`src/rtl/pkt_receiver.sv`:
```
// pkt_receiver
//   Takes TCP stack rx notifications and issues one read request per
//   non-empty, open notification. It then merges the rx metadata and rx data of
//   that message into the internal packet stream {len, session, tlast, tdata}.
//   Only one message is in flight at a time.
// Ports
//   clk, rst                   clock; synchronous active-high reset
//   s_axis_notifications_*     notification in: [15:0] session, [31:16] len, [80] closed
//   m_axis_read_package_*      read request out: [15:0] session, [31:16] len
//   s_axis_rx_metadata_*       session tag preceding the rx data
//   s_axis_rx_data_*           512b rx data beats with TKEEP/TLAST
//   pkt_tx_*                   545b packet beats: [544:529] len, [528:513] session,
//                              [512] tlast, [511:0] data
//   pkt_count                  messages fully forwarded (tlast handshakes out)
//   drop_count                 notifications discarded (len==0 or closed)
//   err_flags                  sticky: [0] metadata session mismatch,
//                              [1] partial TKEEP on a non-last beat
module pkt_receiver (
    input  logic         clk,
    input  logic         rst,
    input  logic [87:0]  s_axis_notifications_TDATA,
    input  logic         s_axis_notifications_TVALID,
    output logic         s_axis_notifications_TREADY,
    output logic [31:0]  m_axis_read_package_TDATA,
    output logic         m_axis_read_package_TVALID,
    input  logic         m_axis_read_package_TREADY,
    input  logic [15:0]  s_axis_rx_metadata_TDATA,
    input  logic         s_axis_rx_metadata_TVALID,
    output logic         s_axis_rx_metadata_TREADY,
    input  logic [511:0] s_axis_rx_data_TDATA,
    input  logic [63:0]  s_axis_rx_data_TKEEP,
    input  logic         s_axis_rx_data_TLAST,
    input  logic         s_axis_rx_data_TVALID,
    output logic         s_axis_rx_data_TREADY,
    output logic [544:0] pkt_tx_TDATA,
    output logic         pkt_tx_TVALID,
    input  logic         pkt_tx_TREADY,
    output logic [31:0]  pkt_count,
    output logic [31:0]  drop_count,
    output logic [1:0]   err_flags
);

    typedef enum logic [1:0] {IDLE, REQ, META, DATA} state_t;

    state_t      state;
    logic [15:0] cur_sess;
    logic [15:0] cur_len;

    logic [15:0] notif_sess;
    logic [15:0] notif_len;
    logic        notif_closed;
    logic        unused_notif;

    assign notif_sess   = s_axis_notifications_TDATA[15:0];
    assign notif_len    = s_axis_notifications_TDATA[31:16];
    assign notif_closed = s_axis_notifications_TDATA[80];
    assign unused_notif = ^{s_axis_notifications_TDATA[87:81],
                            s_axis_notifications_TDATA[79:32]};

    // Output buffer: head register driving pkt_tx plus one skid entry.
    logic         skid_vld;
    logic [544:0] skid_data;

    logic in_fire;
    logic out_fire;

    // Ready depends only on registered state, so the stack sees no
    // combinational path from pkt_tx_TREADY.
    assign s_axis_rx_data_TREADY = (state == DATA) && !skid_vld;
    assign in_fire  = s_axis_rx_data_TVALID && s_axis_rx_data_TREADY;
    assign out_fire = pkt_tx_TVALID && pkt_tx_TREADY;

    logic [544:0] in_beat;
    assign in_beat = {cur_len, cur_sess, s_axis_rx_data_TLAST, s_axis_rx_data_TDATA};

    // Control FSM with registered handshake outputs.
    always_ff @(posedge clk) begin
        if (rst) begin
            state                       <= IDLE;
            cur_sess                    <= '0;
            cur_len                     <= '0;
            s_axis_notifications_TREADY <= 1'b0;
            m_axis_read_package_TVALID  <= 1'b0;
            m_axis_read_package_TDATA   <= '0;
            s_axis_rx_metadata_TREADY   <= 1'b0;
            drop_count                  <= '0;
            err_flags                   <= '0;
        end else begin
            case (state)
                IDLE: begin
                    s_axis_notifications_TREADY <= 1'b1;
                    if (s_axis_notifications_TVALID && s_axis_notifications_TREADY) begin
                        if (notif_len == 16'd0 || notif_closed) begin
                            drop_count <= drop_count + 32'd1;
                        end else begin
                            cur_sess                    <= notif_sess;
                            cur_len                     <= notif_len;
                            s_axis_notifications_TREADY <= 1'b0;
                            m_axis_read_package_TVALID  <= 1'b1;
                            m_axis_read_package_TDATA   <= {notif_len, notif_sess};
                            state                       <= REQ;
                        end
                    end
                end
                REQ: begin
                    if (m_axis_read_package_TREADY) begin
                        m_axis_read_package_TVALID <= 1'b0;
                        s_axis_rx_metadata_TREADY  <= 1'b1;
                        state                      <= META;
                    end
                end
                META: begin
                    if (s_axis_rx_metadata_TVALID) begin
                        s_axis_rx_metadata_TREADY <= 1'b0;
                        // Mismatch is only flagged; the notified session stays
                        // authoritative for the outgoing beats.
                        if (s_axis_rx_metadata_TDATA != cur_sess)
                            err_flags[0] <= 1'b1;
                        state <= DATA;
                    end
                end
                DATA: begin
                    if (in_fire) begin
                        if (!s_axis_rx_data_TLAST && s_axis_rx_data_TKEEP != '1)
                            err_flags[1] <= 1'b1;
                        if (s_axis_rx_data_TLAST) begin
                            s_axis_notifications_TREADY <= 1'b1;
                            state                       <= IDLE;
                        end
                    end
                end
                default: state <= IDLE;
            endcase
        end
    end

    // Two-entry output buffer. The head loads directly from the input
    // whenever it is free or draining, so an accepted beat appears on pkt_tx
    // one cycle later. The skid entry only absorbs the beat accepted while
    // the head was stalled.
    always_ff @(posedge clk) begin
        if (rst) begin
            pkt_tx_TVALID <= 1'b0;
            pkt_tx_TDATA  <= '0;
            skid_vld      <= 1'b0;
            skid_data     <= '0;
            pkt_count     <= '0;
        end else begin
            if (!pkt_tx_TVALID || pkt_tx_TREADY) begin
                if (skid_vld) begin
                    pkt_tx_TDATA  <= skid_data;
                    pkt_tx_TVALID <= 1'b1;
                    skid_vld      <= 1'b0;
                end else begin
                    pkt_tx_TDATA  <= in_beat;
                    pkt_tx_TVALID <= in_fire;
                end
            end else if (in_fire) begin
                skid_data <= in_beat;
                skid_vld  <= 1'b1;
            end
            if (out_fire && pkt_tx_TDATA[512])
                pkt_count <= pkt_count + 32'd1;
        end
    end

endmodule

```
`config.mk`:
```
export PLATFORM = sky130hd
export DESIGN_NAME = pkt_receiver
export DESIGN_NICKNAME = d
export VERILOG_FILES = /design/src/rtl/pkt_receiver.sv
export SDC_FILE = /design/constraint.sdc
export NUM_CORES = 2
export LEC_CHECK = 0
export CAP_MARGIN = 20
export CORE_AREA = 2 2 519 521
export DETAILED_ROUTE_END_ITERATION = 8
export DIE_AREA = 0 0 521 523
export SLEW_MARGIN = 20
export SYNTH_ARGS = -nofsm -noshare
export SYNTH_HDL_FRONTEND = slang
export SYNTH_SLANG_ARGS = --single-unit
```
`constraint.sdc`:
```
create_clock -name clk -period 3.7 [get_ports clk]
set_clock_uncertainty 0.15 [all_clocks]
set_input_delay 1.11 -clock clk [delete_from_list [all_inputs] [get_ports clk]]
set_output_delay 1.11 -clock clk [all_outputs]
set_load 0.01 [all_outputs]
```
# After elaboration in Yosys (flattened, before gate mapping)
# Cells that the tools add are included.
# totals
register_bits	1227
in_bits	688
out_inout_bits	648
wordCells	77
# classes
addsub	2
n_eq_ne	11
mux	21
bitwise	2
n_reduce_logical	26
# op_table
op	n
2-to-1 mux 545 bit	1
adder 32 x 1 -> 32 bit (second input constant)	2
!= test 64 bit (second input constant)	1
AND reduction 3 bit	6
logical NOT 16 bit	1
!= test 16 bit	1
2-to-1 mux 2 bit	6
!= test 2 bit (second input constant)	6
2-to-1 mux 1 bit	10
one-hot mux 2 bit (4 select lines)	1
logical AND 1 bit	6
one-hot mux 1 bit (2 select lines)	3
AND reduction 6 bit	1
nonzero test 2 bit	3
== test 2 bit (second input constant)	2
AND reduction 4 bit	1
logical NOT 1 bit	3
== test 2 x 1 -> 1 bit (second input constant)	1
logical NOT 2 bit	1
logical OR 1 bit	2
inverter 1 bit	2
AND reduction 2 bit	1
OR reduction 2 bit	1

# Logic depth before layout (Yosys ltp)
# logic_depth
ltp_word	5
mapped_depth	9
mapped_depth_nobuf	7

# Least setup slack after synthesis
# Ideal clock, no wire load.
# synth_path
kind	input to register
startpoint	input s_axis_notifications_TDATA[18]
endpoint	register drop_count[19]
setup_time_ps	70
arrival_time_ps	3007
slack_ps	473
path_stages	6
path_buffers	1
cell_sequence	nor4_1 a41oi_1 clkbuf_1 or4_1 or4_1 a21oi_1
# synth_between
elab_chain_cells	3
# synth_rtl
item	line	rtl
start, declared	21	input logic [87:0] s_axis_notifications_TDATA,
logical NOT 16 bit	93	if (notif_len == 16'd0 || notif_closed) begin
logical OR 1 bit	93	
AND reduction 3 bit (no source line)	n/a	
end signal, assigned	94	drop_count <= drop_count + 32'd1;
end, declared	39	output logic [31:0] drop_count,
# No other way between the ends.
# A chain may end at the register's enable or synchronous reset.

# Worst setup path in the final report
# layout_path
startpoint	register state[1]
endpoint	output s_axis_rx_data_TREADY
# layout_between
elab_chain_cells	2
# layout_rtl
item	line	rtl
start, declared	45	state_t state;
start signal, assigned	79	state <= IDLE;
start signal, assigned	101	state <= REQ;
start signal, assigned	109	state <= META;
== test 2 bit	69	assign s_axis_rx_data_TREADY = (state == DATA) && !skid_vld;
logical AND 1 bit	69	
end, declared	34	output logic s_axis_rx_data_TREADY,
# No other way between the ends.

==> qor.csv <==
stage,metric,value,unit
outcome,status,finished clean,
final_layout,regArea,23900,µm²
die,ios,1336,
placement,gp_congestion,0.934,
worst_setup_path,r2r_start,skid_vld,
die,start_util,17.5,%
routing,wire_per_inst,20.5,µm
cts,clock_latency,810,ps
power_and_ir_drop,p_per_area,452,nW/µm²
worst_setup_path,rrSetupSlack,770,ps
grt,met3_usage,8.95,%
worst_setup_path,worstSetupEndpointType,output port,
hold_path,hp-class,reg -> reg,
grt,grt_start_max_net_pins,125,
final_layout,fin_nets,7247,
placement,place_area,64300,µm²
sta,fmax,284,MHz
synth,ys_seq_area_share,51.1,%
cts,clock_path_buffers,4,
routing,antenna_left,0,
grt,grt_antenna_before_repair,138,
cts,cts-root-buf,clkbuf_16,
grt,overflow,0,
sta,slew_violations,0,
sta,finalHoldViolCount,0,
worst_setup_path,required,2440,ps
grt,top_usage_layer,met2,
power_and_ir_drop,pwr-share-clk,46.6,%
cts,clock_sinks,1195,
sta,period_needed,3520,ps
hold_path,hold_end,skid_data[148],
die,row_count,190,
cts,cts_buffers,150,
worst_setup_path,cp_max_fo,4,
worst_setup_path,reg2reg_to,pkt_tx_TDATA[446],
grt,met1_usage,16.2,%
synth,avgSynthCellArea,8.67,µm²
sta,worst-slew-pin-transition,1050,ps
placement,post-dp-hpwl,162,mm
final_layout,syn_to_final_growth,47.9,%
routing,drc,0,
hold_path,min_from,skid_data[148],
cts,htree_levels,4,
worst_setup_path,arrival,2260,ps
routing,initialDrtViolationCount,2524,
routing,first_pass_iters,7,
power_and_ir_drop,p_int,23.5,mW
die,dieArea,272000,µm²
routing,routed_via_density,4.26,
grt,grt_pass1_vias,41612,
power_and_ir_drop,p_comb_share,10.0,%
cts,cts_tree,yes,
routing,routed_wl,211,mm
synth,netlist_area,46800,µm²
final_layout,drive_above_1_share,6.13,%
die,fp.dieW,521,µm
worst_setup_path,setup.worst_path.start_class,flip-flop,
synth,ys_ff_latch,1195,
synth,ys_warn_count,0,
final_layout,multi_input_area,21100,µm²
synth,ys_types,40,
cts,hold_buffers,0,
run,cap_violations,0,
sta,tns,0,ps
power_and_ir_drop,peakVddDrop,0.357,mV
sta,finalCritPeriodShare,95.1,%
synth,syn_inst,5399,
die,core,267000,µm²
worst_setup_path,rr_worst_depth,4,
die,dieHeight,523,µm
power_and_ir_drop,p_sw_share,24.7,%
power_and_ir_drop,p_leak,23.2,nW
synth,synth_nets,6094,
hold_path,min_path_cells,2,
power_and_ir_drop,p_sw,7.71,mW
worst_setup_path,crit_type,reg -> out,
routing,vias,43657,
power_and_ir_drop,p_seq_share,43.5,%
sta,fin_ws,180,ps
final_layout,n_fill_cell,28262,
sta,maxSlewHeadroom,30.0,%
placement,place_worst_setup_slack,-276,ps
final_layout,finish.utilization,25.9,%
cts,cts.clk_slew.worst_paths,60,ps
final_layout,fin_area,69200,µm²
grt,grt_pass1_wl,295,mm
sta,grt_setup_unrepaired,no,
placement,port_buffers,1280,
grt,grt_use_met2,22.5,%
sta,setup_viol,0,
grt,gr-usage-all-layers,14.7,%
stage by stage:
step                power [mW]  hold slack, ps  std cells
floorplan                 14.7             286       5399
global placement          16.9             290       9952
detailed placement        17.0             295       9952
CTS                       31.7             303      10209
global route              32.4             316      10218
finish                    31.2             301      10256
metal layers:
layer,part of all wire [%],wire length (µm),vias up
li1,-,-,21015
met1,38,79500,20493
met2,43,90300,1591
met3,14,30500,438
met4,4.5,9560,120
met5,0.37,785,-
flip-flops by register name, indices dropped and copies added, names as in the netlist:
register,cells
err_flags,2
pkt_tx_TVALID,1
pkt_tx_TDATA,545
skid_data,545
state,2
skid_vld,1
s_axis_notifications_TREADY,1
m_axis_read_package_TDATA,32
pkt_count,32
s_axis_rx_metadata_TREADY,1
drop_count,32
m_axis_read_package_TVALID,1
worst max-delay path: stages (launching register included):
cell,delay [ps]
dfxtp_1,380
ha_1,220
nor2b_2,250
clkdlybuf4s50_1,610
cell type report:
| type | count | share of cell area [%] |
|---|---|---|
| Clock buffer | 212 | 6.19 |
| Timing Repair Buffer | 1457 | 21.3 |
| Antenna cell | 47 | 0.170 |
| Tap cell | 3552 | 6.42 |
| Sequential cell | 1195 | 34.6 |
| Clock inverter | 45 | 0.751 |
| Inverter | 8 | 0.0434 |
| Multi-Input combinational cell | 3740 | 30.6 |
cell usage in the layout, fill, tap and decap left out, drive strengths merged, types with 40 or more instances in the layout:
cell type,netlist,routed
dfxtp,1195,1195
diode,0,47
clkdlybuf4s50,0,1279
a21oi,603,603
mux2i,546,546
a211oi,546,546
nand4,40,40
clkbuf,441,212
nor2,599,599
nand2,1188,1188
buf,15,178
worst max-delay path by stage:
stage	from	to	cells past startpoint
after floorplan	s_axis_notifications_TDATA[18]	drop_count[19]	6
final	state[1]	s_axis_rx_data_TREADY	3
after CTS	state[1]	s_axis_rx_data_TREADY	3
after global routing	state[1]	s_axis_rx_data_TREADY	3
after detailed placement	s_axis_notifications_TDATA[25]	drop_count[19]	8
after global placement	s_axis_notifications_TDATA[18]	drop_count[19]	7
power groups by stage:
| stage | logic [mW] | registers, mW | clock network [mW] |
|---|---|---|---|
| final | 3.11 | 13.6 | 14.6 |
| after global routing | 3.31 | 13.6 | 15.5 |
| after CTS | 3.14 | 13.6 | 15.0 |
| after detailed placement | 3.12 | 13.9 | 0 |
| after global placement | 3.09 | 13.8 | 0 |
| after floorplan | 0.785 | 14.0 | 0 |
cell usage after synthesis (all sizes together):
cell	instances	area share [%]
dfxtp	1195	51
a21o	3	0.048
nor2b	6	0.080
nor4	30	0.40
nand2	1188	9.5
mux2i	546	12
nand4	40	0.55
clkbuf	441	3.5
and3	4	0.053
and2	4	0.053
a211oi	546	8.8
nand3b	2	0.032
a41o	2	0.043
nor3b	1	0.016
mux2	1	0.024
or4	11	0.18
o31ai	6	0.096
xnor2	26	0.49
nand4b	1	0.019
ha	7	0.19
o211ai	1	0.016
o21ai	14	0.15
inv	8	0.064
a2111oi	2	0.037
a21oi	603	6.5
nor2	599	4.8
nand2b	3	0.040
or3	15	0.20
a31o	1	0.019
a311oi	2	0.037
xor2	28	0.52
nand3	20	0.21
nor4b	3	0.056
a31oi	1	0.013
buf	15	0.13
nor3	15	0.16
a41oi	1	0.019
and4	8	0.15
logic make-up after synthesis:
logic type	share of synthesized area, %
AOI/OAI and AO/OA	15.7
xor gates and xnor gates	1.01
adders and majority gates	0.187
buffers and inverters	3.73
DFF	51.1
muxes	11.7
and+or+nand+nor	16.5
repair_timing:
action,in CTS,in global routing
buffers inserted,0,0
endpoints found under the setup margin,1,0
gates resized for setup,1,0
Note: power is estimated with default switching activity, not from simulation.
